## config.mk

```make
export PLATFORM = sky130hd
export DESIGN_NAME = adder_word_sequencer_flat
export DESIGN_NICKNAME = d
export VERILOG_FILES = /design/src/rtl/adder_seq_pkg.sv /design/src/rtl/adder_word_sequencer_if.sv /design/src/rtl/adder_16bit.sv /design/src/rtl/adder_word_sequencer.sv /design/src/flat_wrapper.sv
export SDC_FILE = /design/constraint.sdc
export NUM_CORES = 1
export LEC_CHECK = 0
export ABC_AREA = 0
export CORE_ASPECT_RATIO = 0.9
export CORE_MARGIN = 1
export CORE_UTILIZATION = 40
export CTS_CLUSTER_SIZE = 16
export DETAILED_ROUTE_END_ITERATION = 16
export PLACE_DENSITY_LB_ADDON = 0.3
export SLEW_MARGIN = 25
export SYNTH_ARGS = -nofsm -noshare
export SYNTH_HDL_FRONTEND = slang
export SYNTH_SLANG_ARGS = --single-unit
export TNS_END_PERCENT = 50
```

## constraint.sdc

```tcl
create_clock -name clk -period 4.1 [get_ports clk]
set_input_delay 0.82 -clock clk [delete_from_list [all_inputs] [get_ports clk]]
set_output_delay 0.82 -clock clk [all_outputs]
set_load 0.01 [all_outputs]
```

## src/rtl/adder_seq_pkg.sv

```systemverilog
// Shared types and constants for the multi-word adder sequencer.
package adder_seq_pkg;

  localparam int unsigned WORD_BITS = 16;

  typedef enum logic [1:0] {
    IDLE = 2'd0,
    ADD  = 2'd1,
    DONE = 2'd2
  } seq_state_t;

endpackage

```

## src/rtl/adder_word_sequencer_if.sv

```systemverilog
// start/busy/done handshake and wide operand/result bus of the word sequencer.
interface adder_word_sequencer_if
  import adder_seq_pkg::*;
#(
  parameter int unsigned NUM_WORDS = 4
);

  localparam int unsigned TOTAL_BITS = WORD_BITS * NUM_WORDS;

  logic                  start;
  logic [TOTAL_BITS-1:0] a;
  logic [TOTAL_BITS-1:0] b;
  logic                  carry_in;
  logic                  busy;
  logic                  done;
  logic [TOTAL_BITS-1:0] sum;
  logic                  overflow;

  modport master (
    output start, a, b, carry_in,
    input  busy, done, sum, overflow
  );

  modport slave (
    input  start, a, b, carry_in,
    output busy, done, sum, overflow
  );

endinterface

```

## src/rtl/adder_16bit.sv

```systemverilog
// Combinational 16-bit adder with carry in and carry out.
module adder_16bit
  import adder_seq_pkg::*;
(
  input  logic [WORD_BITS-1:0] a,
  input  logic [WORD_BITS-1:0] b,
  input  logic                 carry_in,
  output logic [WORD_BITS-1:0] sum,
  output logic                 overflow
);

  assign {overflow, sum} = (WORD_BITS + 1)'(a) + (WORD_BITS + 1)'(b)
                         + (WORD_BITS + 1)'(carry_in);

endmodule

```

## src/rtl/adder_word_sequencer.sv

```systemverilog
// Wide adder that walks one shared 16-bit adder across NUM_WORDS slices,
// least-significant word first, rippling the carry between slices.
module adder_word_sequencer
  import adder_seq_pkg::*;
#(
  parameter int unsigned NUM_WORDS = 4
) (
  input logic                    clk,
  input logic                    n_rst,
  adder_word_sequencer_if.slave  bus
);

  localparam int unsigned TOTAL_BITS = WORD_BITS * NUM_WORDS;
  localparam int unsigned IDX_W      = $clog2(NUM_WORDS);
  localparam logic [IDX_W-1:0] LAST_IDX = IDX_W'(NUM_WORDS - 1);

  seq_state_t            state;
  seq_state_t            next_state;
  logic [IDX_W-1:0]      idx;
  logic [TOTAL_BITS-1:0] a_reg;
  logic [TOTAL_BITS-1:0] b_reg;
  logic                  carry_reg;
  logic [TOTAL_BITS-1:0] sum_reg;
  logic                  overflow_reg;

  logic [WORD_BITS-1:0]  word_sum;
  logic                  word_ovf;

  adder_16bit u_adder (
    .a        (a_reg[idx*WORD_BITS +: WORD_BITS]),
    .b        (b_reg[idx*WORD_BITS +: WORD_BITS]),
    .carry_in (carry_reg),
    .sum      (word_sum),
    .overflow (word_ovf)
  );

  // State register plus the word counter, operand and result registers.
  always_ff @(posedge clk) begin
    if (!n_rst) begin
      state        <= IDLE;
      idx          <= '0;
      a_reg        <= '0;
      b_reg        <= '0;
      carry_reg    <= 1'b0;
      sum_reg      <= '0;
      overflow_reg <= 1'b0;
    end else begin
      state <= next_state;
      case (state)
        IDLE: begin
          if (bus.start) begin
            a_reg     <= bus.a;
            b_reg     <= bus.b;
            carry_reg <= bus.carry_in;
            idx       <= '0;
          end
        end
        ADD: begin
          sum_reg[idx*WORD_BITS +: WORD_BITS] <= word_sum;
          carry_reg                           <= word_ovf;
          if (idx == LAST_IDX) begin
            overflow_reg <= word_ovf;
            idx          <= '0;
          end else begin
            idx <= idx + IDX_W'(1);
          end
        end
        default: ;
      endcase
    end
  end

  // Next-state decode.
  always_comb begin
    next_state = state;
    case (state)
      IDLE:    if (bus.start) next_state = ADD;
      ADD:     if (idx == LAST_IDX) next_state = DONE;
      DONE:    next_state = IDLE;
      default: next_state = IDLE;
    endcase
  end

  // Handshake outputs decoded straight from the state register.
  always_comb begin
    bus.busy = 1'b0;
    bus.done = 1'b0;
    case (state)
      ADD:     bus.busy = 1'b1;
      DONE:    bus.done = 1'b1;
      default: ;
    endcase
  end

  assign bus.sum      = sum_reg;
  assign bus.overflow = overflow_reg;

endmodule

```

## src/flat_wrapper.sv

```systemverilog
// flat-port wrapper written by rule: the top's interface ports become plain ports
module adder_word_sequencer_flat import adder_seq_pkg::*;
#(
  parameter int unsigned NUM_WORDS = 4
)
  (clk, n_rst, bus_start, bus_a, bus_b, bus_carry_in, bus_busy, bus_done, bus_sum, bus_overflow);
  adder_word_sequencer_if #(.NUM_WORDS(NUM_WORDS)) bus_i ();
  input logic clk;
  input logic n_rst;
  input wire logic [$bits(bus_i.start)-1:0] bus_start;
  input wire logic [$bits(bus_i.a)-1:0] bus_a;
  input wire logic [$bits(bus_i.b)-1:0] bus_b;
  input wire logic [$bits(bus_i.carry_in)-1:0] bus_carry_in;
  output wire logic [$bits(bus_i.busy)-1:0] bus_busy;
  output wire logic [$bits(bus_i.done)-1:0] bus_done;
  output wire logic [$bits(bus_i.sum)-1:0] bus_sum;
  output wire logic [$bits(bus_i.overflow)-1:0] bus_overflow;
  assign bus_i.start = bus_start;
  assign bus_i.a = bus_a;
  assign bus_i.b = bus_b;
  assign bus_i.carry_in = bus_carry_in;
  assign bus_busy = bus_i.busy;
  assign bus_done = bus_i.done;
  assign bus_sum = bus_i.sum;
  assign bus_overflow = bus_i.overflow;
  adder_word_sequencer #(.NUM_WORDS(NUM_WORDS)) u_core (.clk(clk), .n_rst(n_rst), .bus(bus_i));
endmodule
```

==> results of run 1 <==
cell families (layout without fill, tap and decap cells):
group / Yosys count / count (layout)
fa+ha+maj: 23 / 23
xor+xnor: 11 / 11
simple gates: 377 / 377
flops: 198 / 198
compound gates: 235 / 235
mux: 35 / 35
buf+inv: 66 / 242
metal layers:
| layer | routed length [um] | share of wire [%] | GRT usage, % | vias up |
|---|---|---|---|---|
| met5 | 0 | 0 | 0 | - |
| met3 | 1350 | 5.9 | 4.08 | 22 |
| met1 | 11000 | 48 | 31.6 | 3381 |
| met2 | 9990 | 44 | 32.0 | 246 |
| met4 | 388 | 1.7 | 6.63 | 0 |
| li1 | - | - | - | 3581 |
report_power, final:
part | leakage (uW) | internal, uW | switching (uW)
sequential | 0.00162 | 2010 | 52.8
combinational | 0.00214 | 298 | 351
clock | 0.000261 | 822 | 706
total | 0.00402 | 3130 | 1110
worst min path at each step:
stage / endpoint / slack (ps) / depth (start not counted)
2_1_floorplan: u_core.a_reg[32] / 430 / 2
3_3_place_gp: u_core.bus.sum[12] / 440 / 2
3_5_place_dp: u_core.bus.sum[12] / 440 / 2
4_1_cts: u_core.bus.sum[12] / 450 / 2
5_1_grt: u_core.a_reg[43] / 460 / 2
6_report: u_core.bus.sum[12] / 450 / 2
per-stage QoR:
stage / utilization [%] / hold slack, ps / setup slack (ps) / std cells
floorplan: - / 433 / 431 / 945
global placement: 52.0 / 435 / 655 / 1345
detailed placement: 52.0 / 442 / 614 / 1345
CTS: 54.6 / 451 / 607 / 1376
global route: 54.6 / 463 / 429 / 1376
finish: 54.6 / 451 / 585 / 1376
final cells by class:
cell class	instances	area share, %
tap	255	2.90
clock inverter	7	0.410
sequential	198	36.1
multi-input combinational	681	37.0
clock buffer	24	4.38
timing repair buffer	205	19.0
inverter	6	0.228
layout by cell type (no fill, tap or decap), drive strengths merged, types with 8 or more instances in the layout:
master	instances
ha	21
o21ai	30
nand2	302
clkdlybuf4s50	198
dfxtp	198
mux4	32
a22oi	29
nor2	46
a22o	8
inv	8
a21oi	146
clkbuf	24
worst reg2reg max path, delay by kind of cell, from the launching register on:
kind / cells / cell delay, ps
AO/OA/AOI/OAI: 5 / 1280
adder cells (fa/ha/maj): 2 / 850
multiplexers: 2 / 720
flip-flops: 1 / 540
==> flow_summary.yaml, run 1 <==
status:
  outcome: "finished clean"
setup_path:
  r2r_slack_ps: 580
  r2r_end: "u_core.bus.sum[46]"
  critPathMaxFanout: 11
  cpLargestDelayFamily: "compound AO/OA/AOI/OAI gates"
  cp.required_ps: 4400
  cp_slowest_stage_delay_ps: 570
  crit_path_end_kind: "flop"
  cp.depth: 9
  worst-path-buf-inv: 0
  crit_arrival_ps: 3820
  path_cells: "mux4_2 -> fa_1 -> fa_1 -> a21o_1 -> a221oi_2 -> o31ai_4 -> mux2i_1 -> a221oi_2 -> o21ai_1"
  critPathLaunch: "u_core.idx[0]"
  start_kind: "flop"
  critPathCapture: "u_core.bus.sum[46]"
  cp_slowest_cell: "mux4_2"
  reg2reg_depth: 9
  r2r-start: "u_core.idx[0]"
  criticalPathCategory: "flop to flop"
cts:
  cts_root_buf: "clkbuf_16"
  clock_latency_ps: 430
  post_cts_buffers: 0
  cts_buffer_depth: 2
  cts-resized-gates: 0
  tritoncts: "done"
  clk_pin_slew_ps: 60
  cts.htree.levels: 4
  ctsHoldBuffers: 0
  clock-sinks: 198
  numCtsBuffers: 17
synth:
  synth-main-ff-cell: "dfxtp_1"
  synth-warning-count: 0
  synth_compound_area_share_pct: 16.7
  synth_mux_area_share_pct: 9.08
  yosysMostFrequentCell: "nand2_1"
  yosysTopAreaCellShare_pct: 47.8
  ys_ff_latch: 198
  synthTopCellsByArea: "dfxtp_1 (48%), nand2_1 (14%), a21oi_1 (8.8%)"
  synth_async_sr_flop_share_pct: 0
  yosys.area_share.simple_pct: 18.4
  mappedNetlistArea_mm2: 0.00828
  synth_edf_count: 0
  synth_fp_nets: 1100
  yosys.area.top_type: "dfxtp_1"
  synth_fa_ha_area_share_pct: 3.66
  synth_xor_area_share_pct: 1.16
  synth.distinct_cells: 55
  avgSynthCellArea_um2: 8.77
  synth_commonest_cells: "nand2_1 (302), dfxtp_1 (198), a21oi_1 (145), clkbuf_1 (51), nor2_1 (45)"
  seq_area_frac_synth_pct: 47.8
  synthCells: 945
  synth_top_family_by_area: "simple AND/OR/NAND/NOR gates"
routing:
  wl_per_cell_um: 16.6
  initialDrtViolationCount: 668
  routed_wl_um: 22800
  drc_errors: 0
  via_per_inst: 5.25
  vias: 7230
  drtAntennaViolNets: 0
  first_pass_iters: 5
sta:
  rsz0062_at_grt: "false"
  finalSetupViolCount: 0
  maxSlewViolCount: 0
  clock-skew-final_ps: 8.87
  fin_tns_setup_ps: 0
  worst_slew_pin_slew_ps: 843
  hold_viol_final: 0
  relSlewSlack_pct: 43.3
  post-route-period-util_pct: 85.7
  fmax_mhz: 284
  fin_crit_ps: 3520
min_path:
  worstHoldPathType: "flop to flop"
  min-delay-start: "u_core.bus.sum[12]"
global_routing:
  track_usage_pct: 21.6
  grt_pass1_vias: 6635
  grt_max_degree: 160
  grt_pass1_wl_um: 35900
  antenna_found_initial: 0
  overflow: 0
place:
  finalWeightedCongestion: 0.929
  port_buffers: 198
  dp_hpwl_um: 16800
  dpl-instance-area_mm2: 0.0105
floorplan:
  io_pins: 199
  die_h_um: 139
  fp.coreArea_mm2: 0.0201
  rows: 49
  die_area_mm2: 0.0213
  initial_core_util_pct: 41.2
  fp.dieW_um: 154
finish:
  final_layout_size_suffix_gt1_share_pct: 7.67
  nFillCells: 1830
  fin_nets: 1264
  stdcell_area_mm2: 0.0110
  multi_input_area_mm2: 0.00407
  syn_to_final_growth_pct: 32.7
  seq_area_mm2: 0.00397
  antenna_cells: 0
power:
  p_leak_uw: 0.00402
  finalPower_uw: 4240
  ir_drop_mv: 0.282
  power_density_mw_per_mm2: 386
run:
  max_cap_viol_count: 0
(Power assumes the default switching activity.)
==> inputs of run 2 (changes only) <==
--- a/config.mk
+++ b/config.mk
@@ -6,14 +6,15 @@
 export NUM_CORES = 1
 export LEC_CHECK = 0
 export ABC_AREA = 0
-export CORE_ASPECT_RATIO = 0.9
 export CORE_MARGIN = 1
 export CORE_UTILIZATION = 40
 export CTS_CLUSTER_SIZE = 16
 export DETAILED_ROUTE_END_ITERATION = 16
+export HOLD_SLACK_MARGIN = 0.06
 export PLACE_DENSITY_LB_ADDON = 0.3
 export SLEW_MARGIN = 25
 export SYNTH_ARGS = -nofsm -noshare
 export SYNTH_HDL_FRONTEND = slang
+export SYNTH_HIERARCHICAL = 1
 export SYNTH_SLANG_ARGS = --single-unit
 export TNS_END_PERCENT = 50
==> run 2 against run 1 <==
The run now ends with DRC left. Register-to-register slack got worse by 140 ps. Via count increased by 2.0%. Critical path depth increased by 1. Critical path type unchanged. Worst hold slack improved by 2.4 ps. Sequential share of layout area decreased by 1.5 points. Clock skew decreased by 1.6 ps. Maximum frequency decreased by 3.9%. Final area increased by 4.2%.
==> flow_summary.yaml, run 2 <==
finish:
  syn_to_final_growth_pct: 29.2
  seq_area_mm2: 0.00397
  final_cell_mix: "nand2_1 (331), clkdlybuf4s50_1 (197), dfxtp_1 (196)"
  fin_nets: 1285
  mostFrequentLayoutCell: "nand2_1"
  final_layout_size_suffix_gt1_share_pct: 7.96
  multi_input_area_mm2: 0.00447
  nFillCells: 2038
  antenna_cells: 0
  stdcell_count: 1423
  final_util_pct: 52.7
floorplan:
  io_pins: 199
  fp.dieW_um: 151
  initial_core_util_pct: 40.8
  die_h_um: 151
  die_area_mm2: 0.0228
  rows: 54
  fp.coreArea_mm2: 0.0218
status:
  violations: "DRC"
  outcome: "finished, violations left"
routing:
  via_per_inst: 5.18
  routed_wl_um: 24400
  drc_errors: 1
  wl_met2_um: 11500
  route.met3.wl_um: 1240
  drtAntennaViolNets: 0
  highest_layer: "met5"
  initialDrtViolationCount: 678
  first_pass_iters: 11
  wl_per_cell_um: 17.1
  met1_length_um: 10900
  vias: 7376
setup_path:
  crit_path_end_kind: "flop"
  critPathMaxFanout: 21
  start_kind: "flop"
  crit_arrival_ps: 4000
  reg2reg_depth: 10
  criticalPathCategory: "flop to flop"
  cp.required_ps: 4440
cts:
  clk_pin_slew_ps: 70
  cts.htree.levels: 4
  numCtsBuffers: 17
  tritoncts: "done"
  cts_buffer_depth: 2
  clock_latency_ps: 430
  cts-resized-gates: 0
  ctsHoldBuffers: 0
  clock-sinks: 198
  post_cts_buffers: 0
  cts_root_buf: "clkbuf_16"
place:
  port_buffers: 198
  dp_hpwl_um: 18000
  finalWeightedCongestion: 0.844
  dp_slack_ps: 492
  dp.cells: 1391
sta:
  relSlewSlack_pct: 33.4
  finalSetupViolCount: 0
  layout_setup_ws_ps: 442
  worst_slew_pin_slew_ps: 999
  fin_crit_ps: 3660
  clock-skew-final_ps: 7.26
  post-route-period-util_pct: 89.2
  fin_tns_setup_ps: 0
  maxSlewViolCount: 0
  fmax_mhz: 273
  hold_viol_final: 0
  rsz0062_at_grt: "false"
run:
  max_cap_viol_count: 0
synth:
  avgSynthCellArea_um2: 9.11
  mappedNetlistArea_mm2: 0.00887
  seq_area_frac_synth_pct: 44.7
  synthCells: 973
  yosys.area.top_type: "dfxtp_1"
  synth_async_sr_flop_share_pct: 0
  synth_edf_count: 0
  synth.distinct_cells: 59
  yosysTopAreaCellShare_pct: 44.7
  synth-main-ff-cell: "dfxtp_1"
  synth-warning-count: 6
  synth_fp_nets: 1128
  synth_commonest_cells: "nand2_1 (331), dfxtp_1 (198), a21boi_1 (120), o22ai_1 (48), mux4_2 (32)"
  ys_ff_latch: 198
  synthTopCellsByArea: "dfxtp_1 (45%), nand2_1 (14%), a21boi_1 (10%)"
  yosysMostFrequentCell: "nand2_1"
global_routing:
  track_usage_pct: 22.0
  antenna_found_initial: 1
  grt_pass1_vias: 7260
  grt_pass1_wl_um: 38100
  grt_max_degree: 118
  overflow: 0
min_path:
  min_path_cells: 2
  worstHoldPathType: "flop to flop"
power:
  power_density_mw_per_mm2: 375
  ir_drop_mv: 0.214
  p_leak_uw: 0.00427
run 2: final cells by class:
type | instances | area share [%]
Tap cell | 280 | 3.06
Multi-Input combinational cell | 693 | 39.0
Clock buffer | 20 | 3.99
Sequential cell | 198 | 34.6
Clock inverter | 12 | 0.852
Timing Repair Buffer | 210 | 18.2
Inverter | 10 | 0.328
run 2: cell families (layout without fill, tap and decap cells):
logic type | after synthesis | in the layout | share of synthesized area [%]
and+or+nand+nor | 383 | 383 | 17.8
buffers and inverters | 82 | 252 | 5.01
muxes | 35 | 35 | 8.47
xor gates and xnor gates | 10 | 10 | 0.988
AOI/OAI and AO/OA | 242 | 242 | 19.6
DFF | 198 | 198 | 44.7
adders and majority gates | 23 | 23 | 3.42
run 2: path summary, 6_finish.rpt:
kind | from | end | slack, ps
setup / recovery | u_core/idx[0] | u_core/bus.sum[29] | 440
hold / removal | u_core/b_reg[6] | u_core/b_reg[6] | 450
setup reg to reg | u_core/idx[0] | u_core/bus.sum[29] | 440
hold reg to reg | u_core/b_reg[6] | u_core/b_reg[6] | 450
run 2: stage by stage:
step                      total power [uW]  hold slack (ps)  area (um^2)
after floorplan                       2500              432         8870
after global placement                2760              439        10900
after detailed placement              2760              445        10900
after CTS                             4320              455        11500
after global routing                  4470              470        11500
final                                 4290              453        11500
run 2: critical path, cell delays in order (launching register included):
cell and delay [ps]:
dfxtp_2 380, buf_4 380, mux4_2 560, ha_1 410, a21oi_1 260, o21ai_0 220
o21bai_1 290, mux2i_1 110, a2111oi_0 550, nand2_1 190, o22ai_1 200
run 2: where the power goes:
group,switching (uW),internal (uW)
logic,338,316
clock network,749,820
registers,58.2,2010
run 2: routing by layer:
metal | up-vias | track usage (%)
met2 | 228 | 35.8
met3 | 41 | 3.95
met1 | 3439 | 28.7
met4 | 2 | 9.45
li1 | 3666 | -
met5 | - | 0
